===== src/rtl/bcd_pkg.sv =====
// Shared definitions for the binary-to-BCD converter.
//   state_e      : converter FSM states (IDLE / SHIFT / DONE)
//   DIGIT_*      : per-digit constants used by the shift-and-add-3 step
//   add3_if_ge5  : one double-dabble digit adjustment
package bcd_pkg;

    typedef enum logic [1:0] {
        IDLE  = 2'd0,
        SHIFT = 2'd1,
        DONE  = 2'd2
    } state_e;

    localparam logic [3:0] DIGIT_THRESH = 4'd5;
    localparam logic [3:0] DIGIT_ADJ    = 4'd3;
    localparam logic [3:0] DIGIT_SAT    = 4'd9;

    // A digit >= 5 becomes >= 10 after the next left shift, so pre-adding 3
    // makes the shift carry into the next decimal digit instead.
    function automatic logic [3:0] add3_if_ge5(input logic [3:0] d);
        return (d >= DIGIT_THRESH) ? (d + DIGIT_ADJ) : d;
    endfunction

endpackage


===== src/rtl/bcd_dabble_step.sv =====
// One combinational double-dabble iteration.
//   acc_in    : current BCD accumulator (4*DIGITS bits, digit 0 in [3:0])
//   bit_in    : next magnitude bit (MSB first) shifted into the units digit
//   acc_out   : adjusted and left-shifted accumulator
//   carry_out : 1 when the top digit spills out of the accumulator
module bcd_dabble_step
    import bcd_pkg::*;
#(
    parameter int DIGITS = 3
) (
    input  logic [4*DIGITS-1:0] acc_in,
    input  logic                bit_in,
    output logic [4*DIGITS-1:0] acc_out,
    output logic                carry_out
);

    localparam int AW = 4 * DIGITS;

    // Top-digit values that wrap past 4 bits when 3 is added. They only occur
    // once an overflow has already happened, but are flagged for robustness.
    localparam logic [3:0] DIGIT_WRAP = 4'd13;

    logic [AW-1:0] adj;

    always_comb begin
        adj = '0;
        for (int i = 0; i < DIGITS; i++) begin
            adj[4*i +: 4] = add3_if_ge5(acc_in[4*i +: 4]);
        end
    end

    assign acc_out   = {adj[AW-2:0], bit_in};
    assign carry_out = adj[AW-1] | (acc_in[AW-1 -: 4] >= DIGIT_WRAP);

endmodule


===== src/rtl/bin_bcd_conv.sv =====
// Sequential binary-to-BCD converter (shift-and-add-3), one bit per cycle.
// Parameters: BIN_WIDTH (input width), DIGITS (BCD digits), SIGNED (1 =
// two's-complement input, sign + magnitude output).
// Ports:
//   clk, reset_n         : clock, synchronous active-low reset
//   in_valid/in_ready    : input handshake, bin_in captured when both high
//   out_valid/out_ready  : output handshake, result retired when both high
//   bcd_out              : packed BCD result, digit 0 in [3:0]
//   sign_out             : 1 = negative input
//   overflow             : magnitude did not fit, bcd_out saturated to all 9s
// Handshakes: a transfer happens on a rising edge where valid and ready are
// both high; valid holds its payload stable until that edge. in_ready is high
// only in IDLE; out_valid is high only in DONE, where outputs are held.
module bin_bcd_conv
    import bcd_pkg::*;
#(
    parameter int BIN_WIDTH = 8,
    parameter int DIGITS    = 3,
    parameter int SIGNED    = 0
) (
    input  logic                 clk,
    input  logic                 reset_n,
    input  logic                 in_valid,
    output logic                 in_ready,
    input  logic [BIN_WIDTH-1:0] bin_in,
    output logic                 out_valid,
    input  logic                 out_ready,
    output logic [4*DIGITS-1:0]  bcd_out,
    output logic                 sign_out,
    output logic                 overflow
);

    localparam int CW = $clog2(BIN_WIDTH + 1);
    localparam int AW = 4 * DIGITS;
    localparam logic [CW-1:0] LAST_ITER = CW'(BIN_WIDTH - 1);

    state_e               state_q, state_d;
    logic [CW-1:0]        cnt_q, cnt_d;
    logic [AW-1:0]        acc_q, acc_d;
    logic [BIN_WIDTH-1:0] mag_q, mag_d;
    logic                 neg_q, neg_d;
    logic                 sticky_q, sticky_d;
    logic [AW-1:0]        bcd_q, bcd_d;
    logic                 sign_q, sign_d;
    logic                 ovf_q, ovf_d;

    logic [AW-1:0]        step_acc;
    logic                 step_carry;

    bcd_dabble_step #(
        .DIGITS (DIGITS)
    ) u_step (
        .acc_in    (acc_q),
        .bit_in    (mag_q[BIN_WIDTH-1]),
        .acc_out   (step_acc),
        .carry_out (step_carry)
    );

    always_comb begin
        state_d  = state_q;
        cnt_d    = cnt_q;
        acc_d    = acc_q;
        mag_d    = mag_q;
        neg_d    = neg_q;
        sticky_d = sticky_q;
        bcd_d    = bcd_q;
        sign_d   = sign_q;
        ovf_d    = ovf_q;

        case (state_q)
            IDLE: begin
                if (in_valid) begin
                    // Negating the most negative value wraps to 2^(W-1),
                    // which is the correct unsigned magnitude.
                    if ((SIGNED != 0) && bin_in[BIN_WIDTH-1]) begin
                        mag_d = -bin_in;
                        neg_d = 1'b1;
                    end else begin
                        mag_d = bin_in;
                        neg_d = 1'b0;
                    end
                    acc_d    = '0;
                    sticky_d = 1'b0;
                    cnt_d    = '0;
                    state_d  = SHIFT;
                end
            end
            SHIFT: begin
                acc_d    = step_acc;
                mag_d    = mag_q << 1;
                sticky_d = sticky_q | step_carry;
                cnt_d    = cnt_q + 1'b1;
                if (cnt_q == LAST_ITER) begin
                    // Result registers load only here, so they stay put
                    // through the whole next conversion.
                    state_d = DONE;
                    bcd_d   = (sticky_q | step_carry) ? {DIGITS{DIGIT_SAT}} : step_acc;
                    ovf_d   = sticky_q | step_carry;
                    sign_d  = neg_q;
                end
            end
            DONE: begin
                if (out_ready) begin
                    state_d = IDLE;
                end
            end
            default: begin
                state_d = IDLE;
            end
        endcase
    end

    always_ff @(posedge clk) begin
        if (!reset_n) begin
            state_q  <= IDLE;
            cnt_q    <= '0;
            acc_q    <= '0;
            mag_q    <= '0;
            neg_q    <= 1'b0;
            sticky_q <= 1'b0;
            bcd_q    <= '0;
            sign_q   <= 1'b0;
            ovf_q    <= 1'b0;
        end else begin
            state_q  <= state_d;
            cnt_q    <= cnt_d;
            acc_q    <= acc_d;
            mag_q    <= mag_d;
            neg_q    <= neg_d;
            sticky_q <= sticky_d;
            bcd_q    <= bcd_d;
            sign_q   <= sign_d;
            ovf_q    <= ovf_d;
        end
    end

    assign in_ready  = (state_q == IDLE);
    assign out_valid = (state_q == DONE);
    assign bcd_out   = bcd_q;
    assign sign_out  = sign_q;
    assign overflow  = ovf_q;

endmodule


===== config.mk =====
export PLATFORM = sky130hd
export DESIGN_NAME = bin_bcd_conv
export DESIGN_NICKNAME = d
export VERILOG_FILES = /design/src/rtl/bcd_pkg.sv /design/src/rtl/bcd_dabble_step.sv /design/src/rtl/bin_bcd_conv.sv
export SDC_FILE = /design/constraint.sdc
export NUM_CORES = 1
export LEC_CHECK = 0
export CAP_MARGIN = 20
export CORE_ASPECT_RATIO = 2
export CORE_MARGIN = 5
export CORE_UTILIZATION = 45
export CTS_CLUSTER_SIZE = 25
export DETAILED_ROUTE_END_ITERATION = 16
export MAX_ROUTING_LAYER = met4
export PLACE_DENSITY_LB_ADDON = 0.12
export SYNTH_ARGS = -nofsm -noshare
export SYNTH_HDL_FRONTEND = slang
export SYNTH_SLANG_ARGS = --single-unit

===== constraint.sdc =====
create_clock -name clk -period 5.1 [get_ports clk]
set_input_delay 1.02 -clock clk [delete_from_list [all_inputs] [get_ports clk]]
set_output_delay 1.02 -clock clk [all_outputs]
set_load 0.02 [all_outputs]

==> metrics.csv, run 1 <==
stage;metric;value;unit
status;status;finished clean;
critical_path;FF-to-FF setup slack;3070;ps
clocking;CTS H-tree depth;2;
drt;ANT nets after route;0;
critical_path;CP Capture Type;output pin;
clocking;CTS resizes;0;
sta;Setup TNS;0;ps
grt;largest net degree at the start of global routing;26;
pwr;Sw Share;24.3;%
clocking;Post-CTS Setup Inserts;0;
drt;DRT Pass-1 Iters;4;
sta;Final period util;59.0;%
place;dpl hpwl;3230;µm
yosys;most numerous cell in the Yosys netlist;dfxtp_1;
pwr;Gate power share;7.8;%
yosys;flops & latches, synth;40;
yosys;Syn Std Cell Area;1980;µm²
sta;final hold violation count;0;
clocking;clock root buffer;clkbuf_8;
drt;drt total wl;4520;µm
pwr;PwrDens;254;nW/µm²
yosys;post-synth top area share;40.5;%
drt;DR WL/cell;14.8;µm
floorplanning;die area;5900;µm²
sta;Period minus WS final;3010;ps
finish;Filler cells;405;
worst_hold_path;min-delay src;bcd_out[6];
finish;area grow syn2layout;17.6;%
critical_path;worst r2r path cells;4;
critical_path;Reg-to-Reg Start;state_q[0];
finish;Finished Layout Cells;306;
pwr;Clock power frac;36.9;%
critical_path;reg-to-reg endpoint;bcd_out[8];
worst_hold_path;hold endpoint;bcd_out[6];
place;Port Buf Inserts;26;
clocking;clk_lat worst skew;290;ps
sta;final setup vio count;0;
pwr;peak supply drop;0.171;mV
drt;vias;1744;
grt;first-pass GRT wire length;7560;µm
grt;initial antenna violation count;0;
floorplanning;I/O pin total;28;
critical_path;critical path launch point type;flip-flop;
yosys;Async SR Flop Fraction;0;%
sta;actual slew at the worst max-slew pin;815;ps
floorplanning;Initial Util;46.0;%
sta;Max-slew headroom;45.7;%
yosys;yosys warns;0;
clocking;CTS buffer count;5;
yosys;top cells by count, synth;40 x dfxtp_1, 26 x a21oi_1, 19 x nor2_1;
worst_hold_path;worst hold stages;1;
critical_path;critical path required time;4080;ps
pwr;Psw;144;µW
job;MaxCap Viol Count;0;
drt;drt via density;5.70;
yosys;post-synthesis sequential area ratio;40.5;%
drt;DRT iter0 DRCs;34;
sta;max frequency;0.332;GHz
clocking;hold buffer count at CTS;0;
yosys;ys flop type;dfxtp_1;
finish;ANT cells;0;
sta;Slew Viols, Final;0;
yosys;top cells by area, synth;dfxtp_1 40%, a21oi_1 6.6%, ha_1 4.4%;
yosys;syn nets;250;
critical_path;Setup CP Type;reg2out;
floorplanning;die height;104;µm
floorplanning;die width;56.9;µm
critical_path;largest fanout on the critical path;12;
place;gp weighted congestion;0.752;
pwr;Seq pwr share;55.3;%
yosys;cell taking the most area after synthesis;dfxtp_1;
yosys;Syn Area/Cell;8.56;µm²
pwr;Pint;447;µW
sta;RSZ-0062 raised after global routing;false;
drt;number of remaining DRC errors;0;
floorplanning;Core Area;4300;µm²
yosys;Mapped Cells;231;
clocking;CTS clock-pin slew for the worst setup and hold paths;80;ps
grt;number of global-route vias before repair;1712;
grt;GR Overflow Total;0;
finish;nets;270;
floorplanning;Site Rows;34;
yosys;EDFF count, synth;0;
critical_path;Worst EP arrival;1990;ps
sta;Clock Skew;5.82;ps
place;dpl cells;298;
clocking;CTS max path bufs;2;
worst_hold_path;hold crit path type;reg2reg;
clocking;CTS tree;built;
clocking;TritonCTS Sinks;40;
yosys;Cell variety after synth;40;
finish;layout cell share with drive strength beyond 1;6.35;%
grt;overall routing resource usage;16.4;%
pwr;leakage;0.000867;µW
[sequential cells by signal (all words and copies together), names as in the netlist]
signal and flops:
bcd_out 12, sticky_q 1, state_q 2, cnt_q 4, mag_q 8, overflow 1
acc_q 12
[cell families after synthesis]
kind of cell / count (synthesis) / share of synthesized area [%]
multiplexers: 3 / 1.90
AO/OA/AOI/OAI: 88 / 29.5
AND/OR/NAND/NOR: 68 / 17.6
adder cells (fa/ha/maj): 7 / 4.43
other: 1 / 0.190
buffers and inverters: 24 / 5.88
flip-flops: 40 / 40.5
[placed cells by master (no fill, tap or decap), types with 5 or more instances in the layout]
cell type         n
a211oi_1          7
a21oi_1          26
a32o_1            6
and2_1            8
clkbuf_8          6
clkdlybuf4s50_1  26
dfxtp_1          40
ha_1              7
inv_1             8
nand2_1          16
nor2_1           19
nor3_1            5
nor3b_1           6
o21ai_0          17
o221ai_1          7
[worst max-delay path, stage by stage, from the launching register on]
cell             delay (ps)
dfxtp_1                 550
clkinv_1                350
nor2_1                  170
clkdlybuf4s50_1         620
[power groups by stage]
stage / Clock [µW] / Combinational [µW] / Sequential (µW)
finish: 218 / 46.1 / 327
global route: 236 / 51.6 / 328
CTS: 223 / 46.7 / 326
detailed placement: 0 / 46.6 / 334
global placement: 0 / 46.3 / 334
floorplan: 0 / 31.3 / 331
[area by class of cell]
| class | instances | area (µm²) | area share [%] |
|---|---|---|---|
| multi-input combinational | 167 | 1060 | 45.6 |
| sequential | 40 | 801 | 34.4 |
| timing repair buffer | 27 | 268 | 11.5 |
| clock buffer | 6 | 82.6 | 3.55 |
| tap | 54 | 67.6 | 2.90 |
| inverter | 10 | 37.5 | 1.61 |
| clock inverter | 2 | 10.0 | 0.430 |
[worst max-delay path by stage]
stage,from,to,cells after the start
after floorplan,state_q[1],out_valid,3
after global placement,in_valid,cnt_q[2],4
after detailed placement,in_valid,cnt_q[2],4
after CTS,state_q[1],out_valid,3
after global routing,state_q[1],out_valid,3
final,state_q[1],out_valid,3
[per-stage QoR]
| step | hold WS, ps | area [µm²] | utilization (%) | worst slack (ps) | total power (µW) |
|---|---|---|---|---|---|
| detailed placement | 485 | 2230 | 52.0 | 2260 | 380 |
| global placement | 476 | 2230 | 52.0 | 2290 | 380 |
| finish | 500 | 2330 | 54.2 | 2090 | 591 |
| floorplan | 463 | 1980 | - | 3070 | 362 |
| global route | 528 | 2330 | 54.2 | 1930 | 615 |
| CTS | 502 | 2330 | 54.2 | 2080 | 596 |
[per-layer routing]
layer  GRT usage (%)  vias to the layer above  wire (µm)
met1            15.5                      820       1760
met5               -                        -          0
met3            2.86                        8        139
met4            6.63                        0         95
met2            31.1                       30       2520
li1                -                      886          -
No activity file was read; power rests on OpenSTA's default activity.
==> inputs of run 2 (changes only) <==
==> constraint.sdc (replaced) <==
create_clock -name clk -period 2.5 [get_ports clk]
set_input_delay 0.5 -clock clk [delete_from_list [all_inputs] [get_ports clk]]
set_output_delay 0.5 -clock clk [all_outputs]
set_load 0.02 [all_outputs]
==> run 2 against run 1 <==
Compared with the run above:
- setup slack worse by 1800 ps
- largest power group unchanged
- worst hold slack worse by 3.7 ps
- via count up 0.23%
- clock-buffer cell count up 1
- utilization increased by 1.5 points
==> metrics.csv, run 2 (synthesized netlist as in run 1, its figures left out) <==
stage;metric;value;unit;change
clocking;CTS resizes;0;;unchanged
floorplanning;die width;56.9;µm;unchanged
drt;DR WL/cell;15.1;µm;+2.4%
sta;Period minus WS final;2180;ps;
sta;max frequency;0.458;GHz;
sta;Max-slew headroom;46.1;%;+0.42 points
job;MaxCap Viol Count;0;;unchanged
clocking;CTS buffer count;5;;unchanged
critical_path;CP Capture Type;output pin;;
grt;GR Overflow Total;0;;unchanged
drt;DRT iter0 DRCs;34;;unchanged
pwr;Pint;1050;µW;+130%
floorplanning;Site Rows;34;;unchanged
finish;most frequent cells in the layout;40 x dfxtp_1, 26 x a21oi_1, 26 x clkdlybuf4s50_1;;
sta;Slew Viols, Final;0;;unchanged
pwr;Sw Share;22.2;%;-2.1 points
critical_path;Reg-to-Reg Start;state_q[0];;
critical_path;Largest delay share family, worst path;buffers and inverters;;
finish;post-layout util;55.6;%;+1.5 points
critical_path;crit path capture;out_valid;;
critical_path;cells along the critical path;clkinv_1, nor2_1, clkdlybuf4s50_1;;
drt;DRT Pass-1 Iters;4;;unchanged
critical_path;critical path required time;2000;ps;-2080 ps
place;gp weighted congestion;0.745;;-0.97%
worst_hold_path;hold crit path type;reg2reg;;
place;Port Buf Inserts;26;;unchanged
sta;Final period util;87.4;%;
pwr;Psw;299;µW;+110%
pwr;peak supply drop;0.401;mV;+130%
sta;actual slew at the worst max-slew pin;808;ps;-6.27 ps
sta;final setup vio count;0;;unchanged
finish;area grow syn2layout;20.9;%;
pwr;leakage;0.000900;µW;+3.7%
drt;drt total wl;4690;µm;+3.8%
critical_path;Max stage delay cell, worst path;clkdlybuf4s50_1;;
drt;ANT nets after route;0;;unchanged
clocking;CTS max path bufs;2;;unchanged
grt;number of global-route vias before repair;1699;;-0.76%
critical_path;slowest stage delay, CP;610;ps;about the same
clocking;CTS clock-pin slew for the worst setup and hold paths;80;ps;about the same
critical_path;CP bufs+invs;2;;unchanged
grt;initial antenna violation count;0;;unchanged
place;dpl hpwl;3390;µm;+5.1%
grt;overall routing resource usage;17.1;%;+0.73 points
grt;first-pass GRT wire length;7890;µm;+4.5%
critical_path;reg-to-reg endpoint;bcd_out[1];;
critical_path;critical path launch point type;flip-flop;;
pwr;Clock power frac;43.2;%;+6.3 points
grt;largest net degree at the start of global routing;25;;-3.8%
critical_path;FF-to-FF setup slack;670;ps;-2400 ps
drt;number of remaining DRC errors;0;;unchanged
pwr;PwrDens;564;nW/µm²;+120%
critical_path;Setup CP Type;reg2out;;
critical_path;Worst EP arrival;1680;ps;-310 ps
floorplanning;Initial Util;46.0;%;unchanged
critical_path;Crit path depth;3;;unchanged
critical_path;worst r2r path cells;4;;unchanged
clocking;CTS H-tree depth;2;;unchanged
sta;final hold slack;497;ps;-3.73 ps
clocking;hold buffer count at CTS;0;;unchanged
pwr;Seq pwr share;49.4;%;-5.9 points
finish;nets;274;;+1.5%
floorplanning;die area;5900;µm²;unchanged
floorplanning;I/O pin total;28;;unchanged
status;status;finished clean;;
critical_path;largest fanout on the critical path;12;;unchanged
floorplanning;Core Area;4300;µm²;unchanged
clocking;Post-CTS Setup Inserts;0;;unchanged
pwr;Gate power share;7.4;%;-0.4 points
finish;ANT cells;0;;unchanged
clocking;clk_lat worst skew;290;ps;about the same
critical_path;crit path launch;state_q[1];;
clocking;clock root buffer;clkbuf_8;;
sta;final hold violation count;0;;unchanged
clocking;CTS tree;built;;
sta;Clock Skew;8.34;ps;+2.52 ps
drt;vias;1748;;+0.23%
drt;drt via density;5.64;;-1.1%
sta;Setup TNS;0;ps;unchanged
clocking;TritonCTS Sinks;40;;unchanged
sta;RSZ-0062 raised after global routing;false;;
finish;commonest non-fill, non-tap cell in the layout;dfxtp_1;;
floorplanning;die height;104;µm;unchanged
finish;layout cell share with drive strength beyond 1;7.81;%;+1.5 points
worst_hold_path;min-delay src;bcd_out[1];;
run 2: worst min-delay path by stage:
stage / slack, ps / endpoint / cells past startpoint
final: 500 / bcd_out[1] / 1
after global routing: 530 / bcd_out[9] / 1
after CTS: 500 / bcd_out[9] / 1
after detailed placement: 480 / bcd_out[9] / 1
after global placement: 480 / sticky_q / 2
after floorplan: 460 / sticky_q / 2
run 2: power by group through the flow:
| stage | registers [µW] | clock network (µW) | logic [µW] |
|---|---|---|---|
| after floorplan | 675 | 0 | 63.8 |
| after global placement | 681 | 0 | 99.6 |
| after detailed placement | 681 | 0 | 101 |
| after CTS | 666 | 595 | 101 |
| after global routing | 669 | 620 | 111 |
| final | 666 | 582 | 99.2 |
run 2: through the flow:
| step | instances | area, µm² | setup slack (ps) | power (µW) |
|---|---|---|---|---|
| global placement | 302 | 2260 | 632 | 781 |
| CTS | 310 | 2390 | 289 | 1360 |
| detailed placement | 302 | 2260 | 618 | 782 |
| finish | 310 | 2390 | 315 | 1350 |
| floorplan | 231 | 1980 | 819 | 739 |
| global route | 310 | 2390 | 175 | 1400 |
run 2: per-layer routing:
metal / vias to the layer above / wire [µm] / track usage [%]
met3: 9 / 127 / 2.62
met4: 0 / 108 / 6.80
met1: 820 / 1890 / 17.4
met2: 29 / 2570 / 31.5
met5: - / 0 / -
li1: 890 / - / -
run 2: area by class of cell:
cell class / count / area, µm²
fill: 417 / 1910
clock buffer: 7 / 96.3
timing repair buffer: 31 / 298
sequential: 40 / 801
multi-input combinational: 167 / 1060
inverter: 10 / 37.5
clock inverter: 1 / 30.0
tap: 54 / 67.6
run 2: worst register-to-register path, delay by kind of cell, from the launching register on:
kind | cells | cell delay, ps
flops | 1 | 510
simple gates | 3 | 1130
compound gates | 1 | 130
==> inputs of run 3 (changes only) <==
--- a/config.mk
+++ b/config.mk
@@ -5,6 +5,7 @@
 export SDC_FILE = /design/constraint.sdc
 export NUM_CORES = 1
 export LEC_CHECK = 0
+export ABC_CLOCK_PERIOD_IN_PS = 2500
 export CAP_MARGIN = 20
 export CORE_ASPECT_RATIO = 2
 export CORE_MARGIN = 5
==> results of run 3 <==
The final DEF is identical to that of run 2; final timing and power are the same.
